==> src/rtl/decode_stage_pkg.sv <==
// Field enumerations and shared types for the decode stage.
//   opcode : major opcode values (instruction bits 6:0)
//   funct3 : minor function values (bits 14:12)
//   funct7 : funct7 values (bits 31:25) and the alternate-op bit position
//   riscv  : widths, ir_t union views, ALU function, next-PC select,
//            control flags and the decoded-instruction record.

package opcode;
    typedef enum logic [6:0] {
        LOAD   = 7'b0000011,
        OP_IMM = 7'b0010011,
        AUIPC  = 7'b0010111,
        STORE  = 7'b0100011,
        OP     = 7'b0110011,
        LUI    = 7'b0110111,
        BRANCH = 7'b1100011,
        JALR   = 7'b1100111,
        JAL    = 7'b1101111
    } opcode_t;
endpackage

package funct3;
    typedef enum logic [2:0] {
        ADD  = 3'd0,
        SLL  = 3'd1,
        SLT  = 3'd2,
        SLTU = 3'd3,
        XOR  = 3'd4,
        SRL  = 3'd5,
        OR   = 3'd6,
        AND  = 3'd7
    } funct3_t;
endpackage

package funct7;
    typedef enum logic [6:0] {
        BASE = 7'b0000000,
        ALT  = 7'b0100000
    } funct7_t;
    // SUB/SRA select bit inside funct7
    localparam int ALT_BIT = 5;
endpackage

package riscv;
    typedef logic [8:0]  pc_t;
    typedef logic [4:0]  addr_t;
    typedef logic [31:0] word_t;

    typedef struct packed {
        logic [6:0] funct7;
        addr_t      rs2;
        addr_t      rs1;
        logic [2:0] funct3;
        addr_t      rd;
        logic [6:0] opcode;
    } r_type_t;

    typedef struct packed {
        logic        imm_11;
        logic [10:0] imm_10_0;
        addr_t       rs1;
        logic [2:0]  funct3;
        addr_t       rd;
        logic [6:0]  opcode;
    } i_type_t;

    typedef struct packed {
        logic [6:0] imm_11_5;
        addr_t      rs2;
        addr_t      rs1;
        logic [2:0] funct3;
        logic [4:0] imm_4_0;
        logic [6:0] opcode;
    } s_type_t;

    typedef struct packed {
        logic       imm_12;
        logic [5:0] imm_10_5;
        addr_t      rs2;
        addr_t      rs1;
        logic [2:0] funct3;
        logic [3:0] imm_4_1;
        logic       imm_11;
        logic [6:0] opcode;
    } sb_type_t;

    typedef struct packed {
        logic [19:0] imm_31_12;
        addr_t       rd;
        logic [6:0]  opcode;
    } u_type_t;

    typedef struct packed {
        logic       imm_20;
        logic [9:0] imm_10_1;
        logic       imm_11;
        logic [7:0] imm_19_12;
        addr_t      rd;
        logic [6:0] opcode;
    } uj_type_t;

    typedef union packed {
        r_type_t  r;
        i_type_t  i;
        s_type_t  s;
        sb_type_t sb;
        u_type_t  u;
        uj_type_t uj;
    } ir_t;

    // ADDI x0,x0,0
    localparam ir_t NOP = ir_t'(32'h0000_0013);

    // {alt, funct3}
    typedef enum logic [3:0] {
        ADD  = 4'b0000,
        SLL  = 4'b0001,
        SLT  = 4'b0010,
        SLTU = 4'b0011,
        XOR  = 4'b0100,
        SRL  = 4'b0101,
        OR   = 4'b0110,
        AND  = 4'b0111,
        SUB  = 4'b1000,
        SRA  = 4'b1101
    } funct_t;

    typedef enum logic [1:0] {
        NEXT = 2'd0,
        JAL  = 2'd1,
        JALR = 2'd2
    } pc_sel_t;

    typedef struct packed {
        logic reg_wr;
        logic mem_rd;
        logic mem_wr;
        logic branch;
        logic illegal;
    } ctrl_t;

    typedef struct packed {
        pc_t     pc;
        addr_t   rs1;
        addr_t   rs2;
        addr_t   rd;
        word_t   imm;
        funct_t  funct;
        pc_sel_t pc_sel;
        ctrl_t   ctrl;
    } dec_t;

    localparam dec_t DEC_RST = '{
        pc: '0, rs1: '0, rs2: '0, rd: '0, imm: '0,
        funct: ADD, pc_sel: NEXT, ctrl: '0
    };
endpackage

==> src/rtl/decode_stage_if.sv <==
// Fetch-side and execute-side handshake bundle of the decode stage.
//   master : fetch/execute side (drives in_*, flush, out_ready)
//   slave  : decode stage (drives in_ready, out_*)

interface decode_stage_if;
    import riscv::*;

    logic    in_valid;
    logic    in_ready;
    ir_t     in_ir;
    pc_t     in_pc;
    logic    flush;
    logic    out_valid;
    logic    out_ready;
    pc_t     out_pc;
    addr_t   out_rs1;
    addr_t   out_rs2;
    addr_t   out_rd;
    word_t   out_imm;
    funct_t  out_funct;
    pc_sel_t out_pc_sel;
    logic    out_reg_wr;
    logic    out_mem_rd;
    logic    out_mem_wr;
    logic    out_branch;
    logic    out_illegal;

    modport master (
        output in_valid, in_ir, in_pc, flush, out_ready,
        input  in_ready, out_valid, out_pc, out_rs1, out_rs2, out_rd,
               out_imm, out_funct, out_pc_sel, out_reg_wr, out_mem_rd,
               out_mem_wr, out_branch, out_illegal
    );

    modport slave (
        input  in_valid, in_ir, in_pc, flush, out_ready,
        output in_ready, out_valid, out_pc, out_rs1, out_rs2, out_rd,
               out_imm, out_funct, out_pc_sel, out_reg_wr, out_mem_rd,
               out_mem_wr, out_branch, out_illegal
    );
endinterface

==> src/rtl/decode_stage_imm_gen.sv <==
// Immediate generator: picks the ir_t view by opcode and sign-extends to 32 bits.
//   ir  in  : instruction word
//   imm out : immediate (0 for OP and unknown opcodes)

module imm_gen
    import riscv::*;
(
    input  ir_t   ir,
    output word_t imm
);
    always_comb begin
        imm = '0;
        case (ir.r.opcode)
            opcode::OP_IMM: begin
                // shift-immediates carry shamt in bits 24:20; funct7 is not part of the value
                if (ir.i.funct3 == funct3::SLL || ir.i.funct3 == funct3::SRL)
                    imm = {27'b0, ir.r.rs2};
                else
                    imm = {{20{ir.i.imm_11}}, ir.i.imm_11, ir.i.imm_10_0};
            end
            opcode::LOAD, opcode::JALR:
                imm = {{20{ir.i.imm_11}}, ir.i.imm_11, ir.i.imm_10_0};
            opcode::STORE:
                imm = {{20{ir.s.imm_11_5[6]}}, ir.s.imm_11_5, ir.s.imm_4_0};
            opcode::BRANCH:
                imm = {{19{ir.sb.imm_12}}, ir.sb.imm_12, ir.sb.imm_11,
                       ir.sb.imm_10_5, ir.sb.imm_4_1, 1'b0};
            opcode::LUI, opcode::AUIPC:
                imm = {ir.u.imm_31_12, 12'b0};
            opcode::JAL:
                imm = {{11{ir.uj.imm_20}}, ir.uj.imm_20, ir.uj.imm_19_12,
                       ir.uj.imm_11, ir.uj.imm_10_1, 1'b0};
            default: imm = '0;
        endcase
    end
endmodule

==> src/rtl/decode_stage.sv <==
// Decode pipeline stage: splits an instruction word into register addresses,
// immediate, ALU function and control flags, held in a single output register.
//   clk, resetn : clock, asynchronous active-low reset
//   bus (slave) : in_valid/in_ready/in_ir/in_pc from fetch, flush,
//                 out_valid/out_ready and decoded out_* fields to execute

module decode_stage
    import riscv::*;
(
    input logic         clk,
    input logic         resetn,
    decode_stage_if.slave bus
);
    dec_t  dec_d;
    dec_t  dec_q;
    logic  out_vld_q;
    word_t imm;
    logic  in_xfer;
    logic  out_xfer;
    logic  legal;
    logic  uses_rs1;
    logic  uses_rs2;
    logic  wr;

    assign bus.in_ready = !out_vld_q || bus.out_ready;
    assign in_xfer      = bus.in_valid && bus.in_ready;
    assign out_xfer     = out_vld_q && bus.out_ready;

    imm_gen u_imm_gen (
        .ir  (bus.in_ir),
        .imm (imm)
    );

    always_comb begin
        dec_d     = DEC_RST;
        legal     = 1'b1;
        uses_rs1  = 1'b1;
        uses_rs2  = 1'b0;
        wr        = 1'b0;
        dec_d.pc  = bus.in_pc;
        dec_d.rs1 = bus.in_ir.r.rs1;
        dec_d.rs2 = bus.in_ir.r.rs2;
        dec_d.rd  = bus.in_ir.r.rd;
        dec_d.imm = imm;
        case (bus.in_ir.r.opcode)
            opcode::OP: begin
                uses_rs2    = 1'b1;
                wr          = 1'b1;
                dec_d.funct = funct_t'({bus.in_ir.r.funct7[funct7::ALT_BIT],
                                        bus.in_ir.r.funct3});
            end
            opcode::OP_IMM: begin
                wr          = 1'b1;
                // only SRAI uses the alternate bit; for other funct3 it is immediate data
                dec_d.funct = funct_t'({bus.in_ir.r.funct7[funct7::ALT_BIT] &&
                                        (bus.in_ir.r.funct3 == funct3::SRL),
                                        bus.in_ir.r.funct3});
            end
            opcode::LOAD: begin
                wr                 = 1'b1;
                dec_d.ctrl.mem_rd  = 1'b1;
            end
            opcode::STORE: begin
                uses_rs2           = 1'b1;
                dec_d.ctrl.mem_wr  = 1'b1;
            end
            opcode::BRANCH: begin
                uses_rs2           = 1'b1;
                dec_d.ctrl.branch  = 1'b1;
            end
            opcode::LUI, opcode::AUIPC: begin
                uses_rs1 = 1'b0;
                wr       = 1'b1;
            end
            opcode::JAL: begin
                uses_rs1     = 1'b0;
                wr           = 1'b1;
                dec_d.pc_sel = JAL;
            end
            opcode::JALR: begin
                wr           = 1'b1;
                dec_d.pc_sel = JALR;
            end
            default: legal = 1'b0;
        endcase
        if (!uses_rs1) dec_d.rs1 = '0;
        if (!uses_rs2) dec_d.rs2 = '0;
        dec_d.ctrl.reg_wr = wr && (dec_d.rd != '0);
        // unknown opcode is presented as a NOP tagged illegal
        if (!legal) begin
            dec_d              = DEC_RST;
            dec_d.pc           = bus.in_pc;
            dec_d.ctrl.illegal = 1'b1;
        end
    end

    always_ff @(posedge clk or negedge resetn) begin
        if (!resetn) begin
            out_vld_q <= 1'b0;
            dec_q     <= DEC_RST;
        end else if (bus.flush) begin
            // any input accepted this cycle is dropped
            out_vld_q <= 1'b0;
            dec_q     <= DEC_RST;
        end else if (in_xfer) begin
            out_vld_q <= 1'b1;
            dec_q     <= dec_d;
        end else if (out_xfer) begin
            out_vld_q <= 1'b0;
        end
    end

    assign bus.out_valid   = out_vld_q;
    assign bus.out_pc      = dec_q.pc;
    assign bus.out_rs1     = dec_q.rs1;
    assign bus.out_rs2     = dec_q.rs2;
    assign bus.out_rd      = dec_q.rd;
    assign bus.out_imm     = dec_q.imm;
    assign bus.out_funct   = dec_q.funct;
    assign bus.out_pc_sel  = dec_q.pc_sel;
    assign bus.out_reg_wr  = dec_q.ctrl.reg_wr;
    assign bus.out_mem_rd  = dec_q.ctrl.mem_rd;
    assign bus.out_mem_wr  = dec_q.ctrl.mem_wr;
    assign bus.out_branch  = dec_q.ctrl.branch;
    assign bus.out_illegal = dec_q.ctrl.illegal;
endmodule

==> src/flat_wrapper.sv <==
// flat-port wrapper written by rule: the top's interface ports become plain ports
module decode_stage_flat import riscv::*;
  (clk, resetn, bus_in_valid, bus_in_ir, bus_in_pc, bus_flush, bus_out_ready, bus_in_ready, bus_out_valid, bus_out_pc, bus_out_rs1, bus_out_rs2, bus_out_rd, bus_out_imm, bus_out_funct, bus_out_pc_sel, bus_out_reg_wr, bus_out_mem_rd, bus_out_mem_wr, bus_out_branch, bus_out_illegal);
  decode_stage_if bus_i ();
  input logic clk;
  input logic resetn;
  input wire logic [$bits(bus_i.in_valid)-1:0] bus_in_valid;
  input wire logic [$bits(bus_i.in_ir)-1:0] bus_in_ir;
  input wire logic [$bits(bus_i.in_pc)-1:0] bus_in_pc;
  input wire logic [$bits(bus_i.flush)-1:0] bus_flush;
  input wire logic [$bits(bus_i.out_ready)-1:0] bus_out_ready;
  output wire logic [$bits(bus_i.in_ready)-1:0] bus_in_ready;
  output wire logic [$bits(bus_i.out_valid)-1:0] bus_out_valid;
  output wire logic [$bits(bus_i.out_pc)-1:0] bus_out_pc;
  output wire logic [$bits(bus_i.out_rs1)-1:0] bus_out_rs1;
  output wire logic [$bits(bus_i.out_rs2)-1:0] bus_out_rs2;
  output wire logic [$bits(bus_i.out_rd)-1:0] bus_out_rd;
  output wire logic [$bits(bus_i.out_imm)-1:0] bus_out_imm;
  output wire logic [$bits(bus_i.out_funct)-1:0] bus_out_funct;
  output wire logic [$bits(bus_i.out_pc_sel)-1:0] bus_out_pc_sel;
  output wire logic [$bits(bus_i.out_reg_wr)-1:0] bus_out_reg_wr;
  output wire logic [$bits(bus_i.out_mem_rd)-1:0] bus_out_mem_rd;
  output wire logic [$bits(bus_i.out_mem_wr)-1:0] bus_out_mem_wr;
  output wire logic [$bits(bus_i.out_branch)-1:0] bus_out_branch;
  output wire logic [$bits(bus_i.out_illegal)-1:0] bus_out_illegal;
  assign bus_i.in_valid = bus_in_valid;
  assign bus_i.in_ir = bus_in_ir;
  assign bus_i.in_pc = bus_in_pc;
  assign bus_i.flush = bus_flush;
  assign bus_i.out_ready = bus_out_ready;
  assign bus_in_ready = bus_i.in_ready;
  assign bus_out_valid = bus_i.out_valid;
  assign bus_out_pc = bus_i.out_pc;
  assign bus_out_rs1 = bus_i.out_rs1;
  assign bus_out_rs2 = bus_i.out_rs2;
  assign bus_out_rd = bus_i.out_rd;
  assign bus_out_imm = bus_i.out_imm;
  assign bus_out_funct = bus_i.out_funct;
  assign bus_out_pc_sel = bus_i.out_pc_sel;
  assign bus_out_reg_wr = bus_i.out_reg_wr;
  assign bus_out_mem_rd = bus_i.out_mem_rd;
  assign bus_out_mem_wr = bus_i.out_mem_wr;
  assign bus_out_branch = bus_i.out_branch;
  assign bus_out_illegal = bus_i.out_illegal;
  decode_stage u_core (.clk(clk), .resetn(resetn), .bus(bus_i));
endmodule
==> config.mk <==
export PLATFORM = sky130hd
export DESIGN_NAME = decode_stage_flat
export DESIGN_NICKNAME = d
export VERILOG_FILES = /design/src/rtl/decode_stage_pkg.sv /design/src/rtl/decode_stage_if.sv /design/src/rtl/decode_stage_imm_gen.sv /design/src/rtl/decode_stage.sv /design/src/flat_wrapper.sv
export SDC_FILE = /design/constraint.sdc
export NUM_CORES = 1
export LEC_CHECK = 0
export CAP_MARGIN = 40
export CORE_MARGIN = 2
export CORE_UTILIZATION = 55
export CTS_CLUSTER_DIAMETER = 50
export CTS_CLUSTER_SIZE = 10
export DETAILED_ROUTE_END_ITERATION = 16
export DONT_BUFFER_PORTS = 1
export PLACE_DENSITY = 0.72
export RECOVER_POWER = 100
export SYNTH_ARGS = -nofsm -noshare
export SYNTH_HDL_FRONTEND = slang
export SYNTH_SLANG_ARGS = --single-unit
==> constraint.sdc <==
create_clock -name clk -period 2.4 [get_ports clk]
set_clock_uncertainty 0.2 [all_clocks]
set_input_delay 0.48 -clock clk [delete_from_list [all_inputs] [get_ports clk]]
set_output_delay 0.48 -clock clk [all_outputs]
set_load 0.1 [all_outputs]
### Word-level counts from Yosys, hierarchy flattened

Cells that the tools add are included.

* bits of input ports: 46
* output and inout port bits: 69
* register bits: 68
* word-level logic and storage cells: 58

* mux-type cells: 18
* reductions and logical operators: 16
* eq/ne operators: 11

Operator list (count)
* case mux 32 bit (6 select lines): 1
* two-way mux 67 bit: 2
* two-way mux 58 bit: 1
* two-way mux 32 bit: 1
* equality test 7 x 6 -> 1 bit (second input constant): 3
* equality test 7 bit (second input constant): 3
* equality test 7 x 5 -> 1 bit (second input constant): 2
* two-way mux 5 bit: 2
* two-way mux 1 bit: 9
* OR reduction 9 bit: 1
* case mux 4 bit (2 select lines): 1
* equality test 7 x 2 -> 1 bit (second input constant): 1
* OR reduction 7 bit: 1
* OR reduction 3 bit: 2
* nonzero test 5 bit: 1
* logical AND 1 bit: 4
* case mux 2 bit (2 select lines): 1
* OR reduction 2 bit: 2
* equality test 3 x 1 -> 1 bit (second input constant): 1
* equality test 3 bit (second input constant): 1
* nonzero test 3 bit: 1
* logical OR 1 bit: 2
* nonzero test 2 bit: 1
* zero test 1 bit: 1

### Longest topological paths before layout

Gate-level depths: netlist of the first run.

* depth after elaboration: 7
* gate-level depth with buffers: 7

### Modules after synthesis

Synthesis of the first run repeated with hierarchy kept, for this count alone.

* cells, all modules: 252
* area, all modules: 3113.0 sq um

By module, submodules not included
* decode_stage: area an instance 2598.7 sq um, cells an instance 184, times used 1, sequential area each 1701.6 sq um
* imm_gen: area an instance 514.2 sq um, cells an instance 68, times used 1, sequential area each 0.0 sq um

### Least setup slack after synthesis of the first run

No wires, ideal clock.

* path type: register -> register
* start point: register u_core.out_vld_q, in the netlist u_core.bus.out_valid
* end point: register u_core.dec_q (netlist bit u_core.bus.out_mem_rd)
* path buffers: 2
* period minus slack after synthesis: 3.182 ns
* path slack: -0.782 ns
* data required time: 2.105 ns
* cell stages (with the launch flop): 7
* setup time: 0.095 ns
* data arrival time: 2.887 ns
* path through: dfrtp_1 nand2b_1 a21oi_1 buf_2 buf_1 nand2_1 o31ai_1

* word-level cells in the longest chain between the ends: 4

Ends and longest elaborated chain
* start: declaration: line decode_stage.sv:16 `logic out_vld_q;`
* start signal: assignment: line decode_stage.sv:99 `out_vld_q <= 1'b0;`
* start signal: assignment: line decode_stage.sv:103 `out_vld_q <= 1'b0;`
* start signal: assignment: line decode_stage.sv:106 `out_vld_q <= 1'b1;`
* zero test 1 bit: line decode_stage.sv:25 `assign bus.in_ready = !out_vld_q || bus.out_ready;`
* logical OR 1 bit: line decode_stage.sv:25
* named net bus_in_ready: line flat_wrapper.sv:12 `output wire logic [$bits(bus_i.in_ready)-1:0] bus_in_ready;`
* logical AND 1 bit: line decode_stage.sv:26 `assign in_xfer = bus.in_valid && bus.in_ready;`
* nonzero test 2 bit (no source line)
* end signal: assignment: line decode_stage.sv:100 `dec_q <= DEC_RST;`
* end signal: assignment: line decode_stage.sv:104 `dec_q <= DEC_RST;`
* end signal: assignment: line decode_stage.sv:107 `dec_q <= dec_d;`
* end: declaration: line decode_stage.sv:15 `dec_t dec_q;`

The timed path passes the listed nets, and every way through them passes these cells.
A chain may end at the register's enable or synchronous reset.

### Worst setup path after layout of the first run

* start point: register u_core.out_vld_q, in the netlist u_core.bus.out_valid
* end point: register u_core.dec_q (netlist bit u_core.bus.out_imm[5])

* word-level cells in the longest chain between the ends: 4

Ends and longest elaborated chain (line)
* zero test 1 bit: decode_stage.sv:25
* logical OR 1 bit: decode_stage.sv:25
* logical AND 1 bit: decode_stage.sv:26
* nonzero test 2 bit (no source line)

No other way between the ends.

==> impl_metrics.prom, run 1 <==
# TYPE chip_impl_metric gauge
chip_impl_metric{name="timing.critical_path.arrival",unit="ns"} 2.09
chip_impl_metric{name="filler_cell_count",unit=""} 426
chip_impl_metric{name="drive_gt1_share",unit="%"} 31.1
chip_impl_info{name="crit_chain",value="nand2b_4 > nor3b_4 > o31ai_1 > nor2_1 > a22o_1"} 1
chip_impl_info{name="worst-setup-path-type",value="register to register"} 1
chip_impl_metric{name="cts_made_buffers",unit=""} 9
chip_impl_metric{name="wl",unit="µm"} 8020
chip_impl_info{name="worst_r2r_endpoint",value="u_core.bus.out_imm[5]"} 1
chip_impl_metric{name="grt_pass1_vias",unit=""} 2506
chip_impl_metric{name="h-tree-depth",unit=""} 3
chip_impl_metric{name="die_h",unit="µm"} 77.2
chip_impl_metric{name="initial_antenna_violation_count",unit=""} 0
chip_impl_metric{name="finish.instance_area",unit="mm²"} 0.00359
chip_impl_metric{name="initial_utilization",unit="%"} 57.3
chip_impl_metric{name="synth.cell_area",unit="mm²"} 0.00294
chip_impl_metric{name="width_of_the_die",unit="µm"} 77.2
chip_impl_metric{name="detail_route.iter0.violations",unit=""} 150
chip_impl_info{name="hold_start",value="bus_in_ir[4]"} 1
chip_impl_metric{name="pin_count_of_the_biggest_net_entering_global_routing",unit=""} 69
chip_impl_metric{name="synth_edf_count",unit=""} 0
chip_impl_info{name="setup.worst_path.start_class",value="register"} 1
chip_impl_metric{name="critPathMaxStageDelay",unit="ns"} 0.49
chip_impl_info{name="r2r-start",value="u_core.bus.out_valid"} 1
chip_impl_metric{name="hold_violations",unit=""} 0
chip_impl_metric{name="design.portCount",unit=""} 115
chip_impl_metric{name="diodes",unit=""} 0
chip_impl_info{name="final_common_cell",value="sky130_fd_sc_hd__clkbuf_2"} 1
chip_impl_metric{name="yosys_warnings",unit=""} 0
chip_impl_info{name="critical_path.endpoint_type",value="register"} 1
chip_impl_metric{name="multi_input_area",unit="mm²"} 0.00116
chip_impl_metric{name="die_area",unit="mm²"} 0.00595
chip_impl_metric{name="wp_data_required",unit="ns"} 2.47
chip_impl_info{name="critical_path_top_delay_cell",value="sky130_fd_sc_hd__nor2_1"} 1
chip_impl_metric{name="design.core.area",unit="mm²"} 0.00514
chip_impl_info{name="min_to",value="u_core.bus.out_mem_rd"} 1
chip_impl_metric{name="timing.fmax",unit="MHz"} 496
chip_impl_metric{name="post-route-period-util",unit="%"} 84.0
chip_impl_metric{name="report.final.setup_viol",unit=""} 0
chip_impl_metric{name="relSlewSlack",unit="%"} 39.6
chip_impl_metric{name="timing.max_cap.violations",unit=""} 0
chip_impl_metric{name="route.detailed.vias_per_inst",unit=""} 6.20
chip_impl_metric{name="place.port_buffers",unit=""} 0
chip_impl_metric{name="rows",unit=""} 26
chip_impl_metric{name="power_per_cell_area",unit="mW/mm²"} 681
chip_impl_metric{name="timing_max_transition_violations_final",unit=""} 0
chip_impl_metric{name="hold_depth",unit=""} 1
chip_impl_metric{name="cellLeakagePower",unit="nW"} 1.85
chip_impl_metric{name="regToRegSetupSlack",unit="ns"} 0.38
chip_impl_metric{name="grt_first_pass_wirelength",unit="µm"} 12700
chip_impl_info{name="cts_tree",value="yes"} 1
chip_impl_info{name="min_path_type",value="input port to register"} 1
chip_impl_metric{name="worst_slew_pin_slew",unit="ns"} 0.906
chip_impl_metric{name="clk_transition_reported_paths",unit="ns"} 0.07
chip_impl_metric{name="synth-async-reset-ratio",unit="%"} 100
chip_impl_metric{name="dr.pass1.iters",unit=""} 4
chip_impl_metric{name="finalNonFillerCells",unit=""} 401
chip_impl_metric{name="yosys_register_bits",unit=""} 68
chip_impl_info{name="layout_common_cells",value="69 x sky130_fd_sc_hd__clkbuf_2, 67 x sky130_fd_sc_hd__dfrtp_1, 46 x sky130_fd_sc_hd__a22o_1, 24 x sky130_fd_sc_hd__nand2_1, 20 x sky130_fd_sc_hd__o21ai_0"} 1
chip_impl_metric{name="critPathMaxFanout",unit=""} 6
chip_impl_metric{name="netlist-cell-type-count",unit=""} 43
chip_impl_metric{name="proportion_of_synthesized_chip_area_in_sequential_cells",unit="%"} 57.8
chip_impl_metric{name="post_drt_wl_per_cell",unit="µm"} 20.0
chip_impl_info{name="grt_setup_unrepaired",value="false"} 1
chip_impl_metric{name="groute.usage.overall",unit="%"} 27.6
chip_impl_metric{name="ant_nets",unit=""} 0
chip_impl_metric{name="synthCells",unit=""} 251
chip_impl_info{name="cts_root_buffer",value="sky130_fd_sc_hd__clkbuf_8"} 1
chip_impl_metric{name="setup-tns-final",unit="ns"} 0
chip_impl_metric{name="peakVddDrop",unit="V"} 0.000440
chip_impl_metric{name="layout_min_cycle_time",unit="ns"} 2.02
chip_impl_metric{name="reg2regPathDepth",unit=""} 5
chip_impl_metric{name="drc_errors",unit=""} 0
chip_impl_metric{name="gp_routability_congestion",unit=""} 0.929
chip_impl_info{name="postSynth.topFlopCell",value="sky130_fd_sc_hd__dfrtp_1"} 1
chip_impl_metric{name="syn_to_final_growth",unit="%"} 22.1
chip_impl_metric{name="worst_slack",unit="ns"} 0.385
chip_impl_metric{name="p_total",unit="mW"} 2.45
chip_impl_metric{name="setup_buffers_after_cts",unit=""} 0
chip_impl_metric{name="grt_overflow_total",unit=""} 0
chip_impl_metric{name="syn_nets",unit=""} 297
chip_impl_metric{name="dp_worst_setup_slack",unit="ns"} 0.309
chip_impl_metric{name="post-place-cells",unit=""} 381
chip_impl_metric{name="clk_latency",unit="ns"} 0.33
chip_impl_info{name="outcome",value="complete, no violations"} 1
chip_impl_metric{name="register_area",unit="mm²"} 0.00170
chip_impl_metric{name="max-clock-path-buffers",unit=""} 2
chip_impl_metric{name="synthesis.area_per_instance",unit="µm²"} 11.7
chip_impl_metric{name="layout.nets",unit=""} 372
chip_impl_metric{name="detailed_place_hpwl",unit="µm"} 5420
chip_impl_metric{name="total_number_of_clock_tree_sinks",unit=""} 68
chip_impl_metric{name="placement.cell_area",unit="mm²"} 0.00359
chip_impl_metric{name="num_vias",unit=""} 2487
-- how the worst max path moves through the flow --
stage | startpoint | end | slack, ns | cells after the start
finish | u_core.bus.out_valid | u_core.bus.out_imm[5] | 0.38 | 5
detailed placement | bus_out_ready | u_core.bus.out_rs2[2] | 0.31 | 5
global placement | bus_out_ready | u_core.bus.out_rs2[4] | 0.37 | 5
CTS | u_core.bus.out_valid | u_core.bus.out_rs2[0] | 0.40 | 5
floorplan | u_core.bus.out_valid | u_core.bus.out_mem_rd | 0.15 | 6
global route | u_core.bus.out_valid | u_core.bus.out_imm[9] | 0.29 | 5
-- stage by stage --
step	util, %	hold WS (ns)
after detailed placement	69.8	-0.0139
after global placement	68.7	-0.0140
after global routing	69.9	0.0274
after floorplan	-	-0.0156
final	69.9	0.0328
after CTS	74.9	0.0274
-- critical path: cells and delay by family (launching register included) --
family           cells  cell delay, ns
AO/OA/AOI/OAI        2            0.44
flip-flops           1            0.42
AND/OR/NAND/NOR      3            0.88
-- report_power, final --
| part | internal, mW | switching, mW | leakage [nW] |
|---|---|---|---|
| registers | 1.16 | 0.00730 | 0.941 |
| logic | 0.0485 | 0.206 | 0.811 |
| clock network | 0.585 | 0.439 | 0.102 |
-- timing repair --
item	CTS	global route
hold buffers	3	0
resized for setup	0	0
hold endpoints to repair	69	0
-- state kept, by name (all words and copies together), names as in the netlist --
register,flops
u_core.bus.out_valid,1
u_core.bus.out_pc,9
u_core.bus.out_funct,4
u_core.bus.out_rs1,5
u_core.bus.out_imm,32
u_core.bus.out_rd,5
u_core.bus.out_branch,1
u_core.bus.out_rs2,5
u_core.bus.out_mem_rd,1
u_core.bus.out_illegal,1
u_core.bus.out_pc_sel,2
u_core.bus.out_reg_wr,1
u_core.bus.out_mem_wr,1
-- layout make-up --
type | instances | area share, %
flip-flops and latches | 68 | 47.4
multi-input cells | 167 | 32.4
repair buffers | 77 | 11.4
clock buffers | 10 | 3.55
clock inverters | 6 | 2.47
well taps | 70 | 2.44
inverters | 3 | 0.313
-- Yosys cell counts, drive strengths merged (2+ instances only) --
cell type / n / share of area (%)
dfrtp: 68 / 58
a22o: 46 / 14
nand2: 24 / 3.1
o21ai: 21 / 3.6
a21o: 12 / 3.1
a21oi: 11 / 1.9
nor2: 11 / 1.8
buf: 8 / 1.6
clkbuf: 5 / 0.64
a22oi: 4 / 1.0
a31oi: 4 / 0.85
nand2b: 4 / 0.85
a32o: 3 / 1.0
inv: 3 / 0.38
nor2b: 3 / 0.64
o31ai: 3 / 0.93
a211oi: 2 / 0.68
nand3: 2 / 0.34
nand3b: 2 / 0.64
nand4b: 2 / 0.60
nor3b: 2 / 0.89
-- routing by layer --
metal | routed length, µm | GRT usage, % | part of all wire [%] | up-vias
met5 | 0 | 0 | 0 | -
met4 | 147 | 11.4 | 1.8 | 0
met3 | 587 | 7.41 | 7.3 | 16
met2 | 3860 | 43.4 | 48 | 133
met1 | 3420 | 36.5 | 43 | 1228
li1 | - | - | - | 1110
-- kinds of logic after synthesis --
group / count (synthesis) / share of synthesized area [%]
AO/OA/AOI/OAI: 110 / 28.2
buffers and inverters: 16 / 2.63
flip-flops: 68 / 57.8
AND/OR/NAND/NOR: 57 / 11.4
Note: power is estimated with default switching activity, not from simulation.
==> run 2, diff against run 1 <==
clock period = 2 ns   (was 2.4 ns; I/O delays follow)
==> impl_metrics.prom, run 2 (synthesis results as in run 1) <==
# TYPE chip_impl_metric gauge
chip_impl_metric{name="routed_length_on_met3",unit="µm"} 691
chip_impl_metric{name="p_total",unit="mW"} 2.66
chip_impl_metric{name="drive_gt1_share",unit="%"} 31.4
chip_impl_info{name="layout_common_cells",value="77 x sky130_fd_sc_hd__buf_4, 67 x sky130_fd_sc_hd__dfrtp_1, 46 x sky130_fd_sc_hd__a22o_1, 23 x sky130_fd_sc_hd__nand2_1, 23 x sky130_fd_sc_hd__dlygate4sd3_1"} 1
chip_impl_metric{name="worst_slew_pin_slew",unit="ns"} 0.475
chip_impl_metric{name="clk_latency",unit="ns"} 0.33
chip_impl_info{name="setup.worst_path.start_class",value="register"} 1
chip_impl_metric{name="peakVddDrop",unit="V"} 0.000422
chip_impl_metric{name="max-clock-path-buffers",unit=""} 2
chip_impl_metric{name="count_of_hold_buffers_inserted_by_post_cts_repair",unit=""} 23
chip_impl_info{name="outcome",value="finished with violations"} 1
chip_impl_metric{name="groute.usage.overall",unit="%"} 29.0
chip_impl_metric{name="worst_slack",unit="ns"} 0.108
chip_impl_metric{name="rows",unit=""} 26
chip_impl_metric{name="detailed_place_hpwl",unit="µm"} 5540
chip_impl_metric{name="post_drt_wl_per_cell",unit="µm"} 20.0
chip_impl_metric{name="power_per_cell_area",unit="mW/mm²"} 655
chip_impl_metric{name="timing_max_transition_violations_final",unit=""} 0
chip_impl_metric{name="timing.critical_path.arrival",unit="ns"} 1.95
chip_impl_metric{name="place.port_buffers",unit=""} 0
chip_impl_metric{name="timing.fmax",unit="MHz"} 528
chip_impl_metric{name="clk_transition_reported_paths",unit="ns"} 0.07
chip_impl_metric{name="layout.nets",unit=""} 399
chip_impl_info{name="cts_root_buffer",value="sky130_fd_sc_hd__clkbuf_8"} 1
chip_impl_metric{name="initial_antenna_violation_count",unit=""} 0
chip_impl_metric{name="die_h",unit="µm"} 77.2
chip_impl_info{name="cts_tree",value="yes"} 1
chip_impl_metric{name="relSlewSlack",unit="%"} 68.3
chip_impl_metric{name="width_of_the_die",unit="µm"} 77.2
chip_impl_metric{name="num_vias",unit=""} 2523
chip_impl_metric{name="wl",unit="µm"} 8530
chip_impl_metric{name="diodes",unit=""} 0
chip_impl_metric{name="pin_count_of_the_biggest_net_entering_global_routing",unit=""} 69
chip_impl_info{name="critical_path.endpoint_type",value="register"} 1
chip_impl_metric{name="post-route-period-util",unit="%"} 94.6
chip_impl_metric{name="initial_utilization",unit="%"} 57.3
chip_impl_metric{name="dp_worst_setup_slack",unit="ns"} 0.0664
chip_impl_metric{name="cts_made_buffers",unit=""} 9
chip_impl_info{name="violated_checks",value="negative hold slack"} 1
chip_impl_metric{name="hold_slack",unit="ns"} -0.446
chip_impl_info{name="grt_setup_unrepaired",value="false"} 1
chip_impl_metric{name="h-tree-depth",unit=""} 3
chip_impl_metric{name="die_area",unit="mm²"} 0.00595
chip_impl_metric{name="met2WireLength",unit="µm"} 4320
chip_impl_metric{name="design.core.area",unit="mm²"} 0.00514
chip_impl_metric{name="hold_violations",unit=""} 68
chip_impl_info{name="routed.top_layer",value="met4"} 1
chip_impl_metric{name="total_number_of_clock_tree_sinks",unit=""} 68
chip_impl_metric{name="fin_util",unit="%"} 79.1
chip_impl_metric{name="gp_routability_congestion",unit=""} 0.908
chip_impl_metric{name="grt_first_pass_wirelength",unit="µm"} 13400
chip_impl_metric{name="timing.max_cap.violations",unit=""} 0
chip_impl_metric{name="wire_length_on_met1",unit="µm"} 3400
chip_impl_info{name="worst-setup-path-type",value="register to register"} 1
chip_impl_metric{name="dr.pass1.iters",unit=""} 4
chip_impl_metric{name="design.portCount",unit=""} 115
chip_impl_info{name="r2r-start",value="u_core.bus.out_valid"} 1
chip_impl_metric{name="largest_register_ff_count",unit=""} 32
chip_impl_metric{name="syn_to_final_growth",unit="%"} 38.0
chip_impl_metric{name="detail_route.iter0.violations",unit=""} 231
chip_impl_metric{name="report.final.setup_viol",unit=""} 0
chip_impl_metric{name="grt_overflow_total",unit=""} 0
chip_impl_metric{name="drc_errors",unit=""} 0
chip_impl_metric{name="ant_nets",unit=""} 0
chip_impl_metric{name="regToRegSetupSlack",unit="ns"} 0.11
chip_impl_metric{name="grt_pass1_vias",unit=""} 2584
chip_impl_metric{name="cellLeakagePower",unit="nW"} 2.02
chip_impl_metric{name="wp_data_required",unit="ns"} 2.06
chip_impl_metric{name="layout_min_cycle_time",unit="ns"} 1.89
chip_impl_metric{name="reg2regPathDepth",unit=""} 5
chip_impl_metric{name="route.detailed.vias_per_inst",unit=""} 5.91
chip_impl_info{name="final_common_cell",value="sky130_fd_sc_hd__buf_4"} 1
chip_impl_info{name="worst_r2r_endpoint",value="u_core.bus.out_imm[5]"} 1
chip_impl_metric{name="critPathMaxFanout",unit=""} 6
chip_impl_info{name="min_path_type",value="input port to async pin"} 1
[run 2: cell count changes in the layout (fill, tap and decap cells not counted), moves of 14 or more]
cell	previous run	this run
sky130_fd_sc_hd__buf_4	4	77
sky130_fd_sc_hd__o21ai_1	1	15
sky130_fd_sc_hd__clkbuf_2	69	0
sky130_fd_sc_hd__dlygate4sd3_1	2	23
sky130_fd_sc_hd__o21ai_0	20	6
[run 2: what timing repair did]
item / in CTS / in global routing
resized for setup: 0 / 1
hold endpoints to repair: 91 / 68
buffers inserted: 0 / 3
endpoints found under the setup margin: 0 / 12
[run 2: power by group]
group          total, mW  internal [mW]  switching [mW]
logic              0.351          0.111           0.240
clock network      0.910          0.438           0.472
registers           1.40           1.39         0.00888
[run 2: cell type report]
cell class,count,area (µm²)
Sequential cell,68,1710
Multi-Input combinational cell,167,1200
Fill cell,358,1080
Timing Repair Buffer,104,911
Clock buffer,12,135
Tap cell,70,87.6
Clock inverter,3,15.0
Inverter,3,11.3
[run 2: routing by layer]
layer	global-route usage, %	vias to the layer above
li1	-	1151
met1	37.7	1241
met2	47.4	122
met3	6.00	9
met4	12.3	0
met5	0	-
[run 2: how the worst max path moves through the flow]
| stage | slack [ns] | endpoint | startpoint | cells after the start |
|---|---|---|---|---|
| after floorplan | -0.05 | u_core.bus.out_rs2[0] | u_core.bus.out_valid | 5 |
| after global routing | 0.01 | u_core.bus.out_imm[5] | u_core.bus.out_valid | 5 |
| final | 0.11 | u_core.bus.out_imm[5] | u_core.bus.out_valid | 5 |
| after detailed placement | 0.07 | u_core.bus.out_imm[5] | u_core.bus.out_valid | 5 |
| after global placement | 0.11 | u_core.bus.out_imm[21] | bus_in_ir[4] | 5 |
| after CTS | 0.05 | u_core.bus.out_imm[5] | u_core.bus.out_valid | 5 |
[run 2: stage by stage]
step           hold WS, ns  cells  setup TNS (ns)  cell area, µm²
2_1_floorplan      -0.0956    251          -0.792            2970
3_3_place_gp       -0.0941    383               0            3580
3_5_place_dp       -0.0942    385               0            3630
4_1_cts             -0.454    423               0            4010
5_1_grt             -0.458    427               0            4060
6_report            -0.446    427               0            4060
[run 2: critical path: stages (launching register included)]
cell                       delay [ns]
sky130_fd_sc_hd__dfrtp_4         0.49
sky130_fd_sc_hd__nand2b_4        0.11
sky130_fd_sc_hd__nor3b_4         0.35
sky130_fd_sc_hd__o31ai_2         0.18
sky130_fd_sc_hd__nor2_2          0.28
sky130_fd_sc_hd__a22o_1          0.20
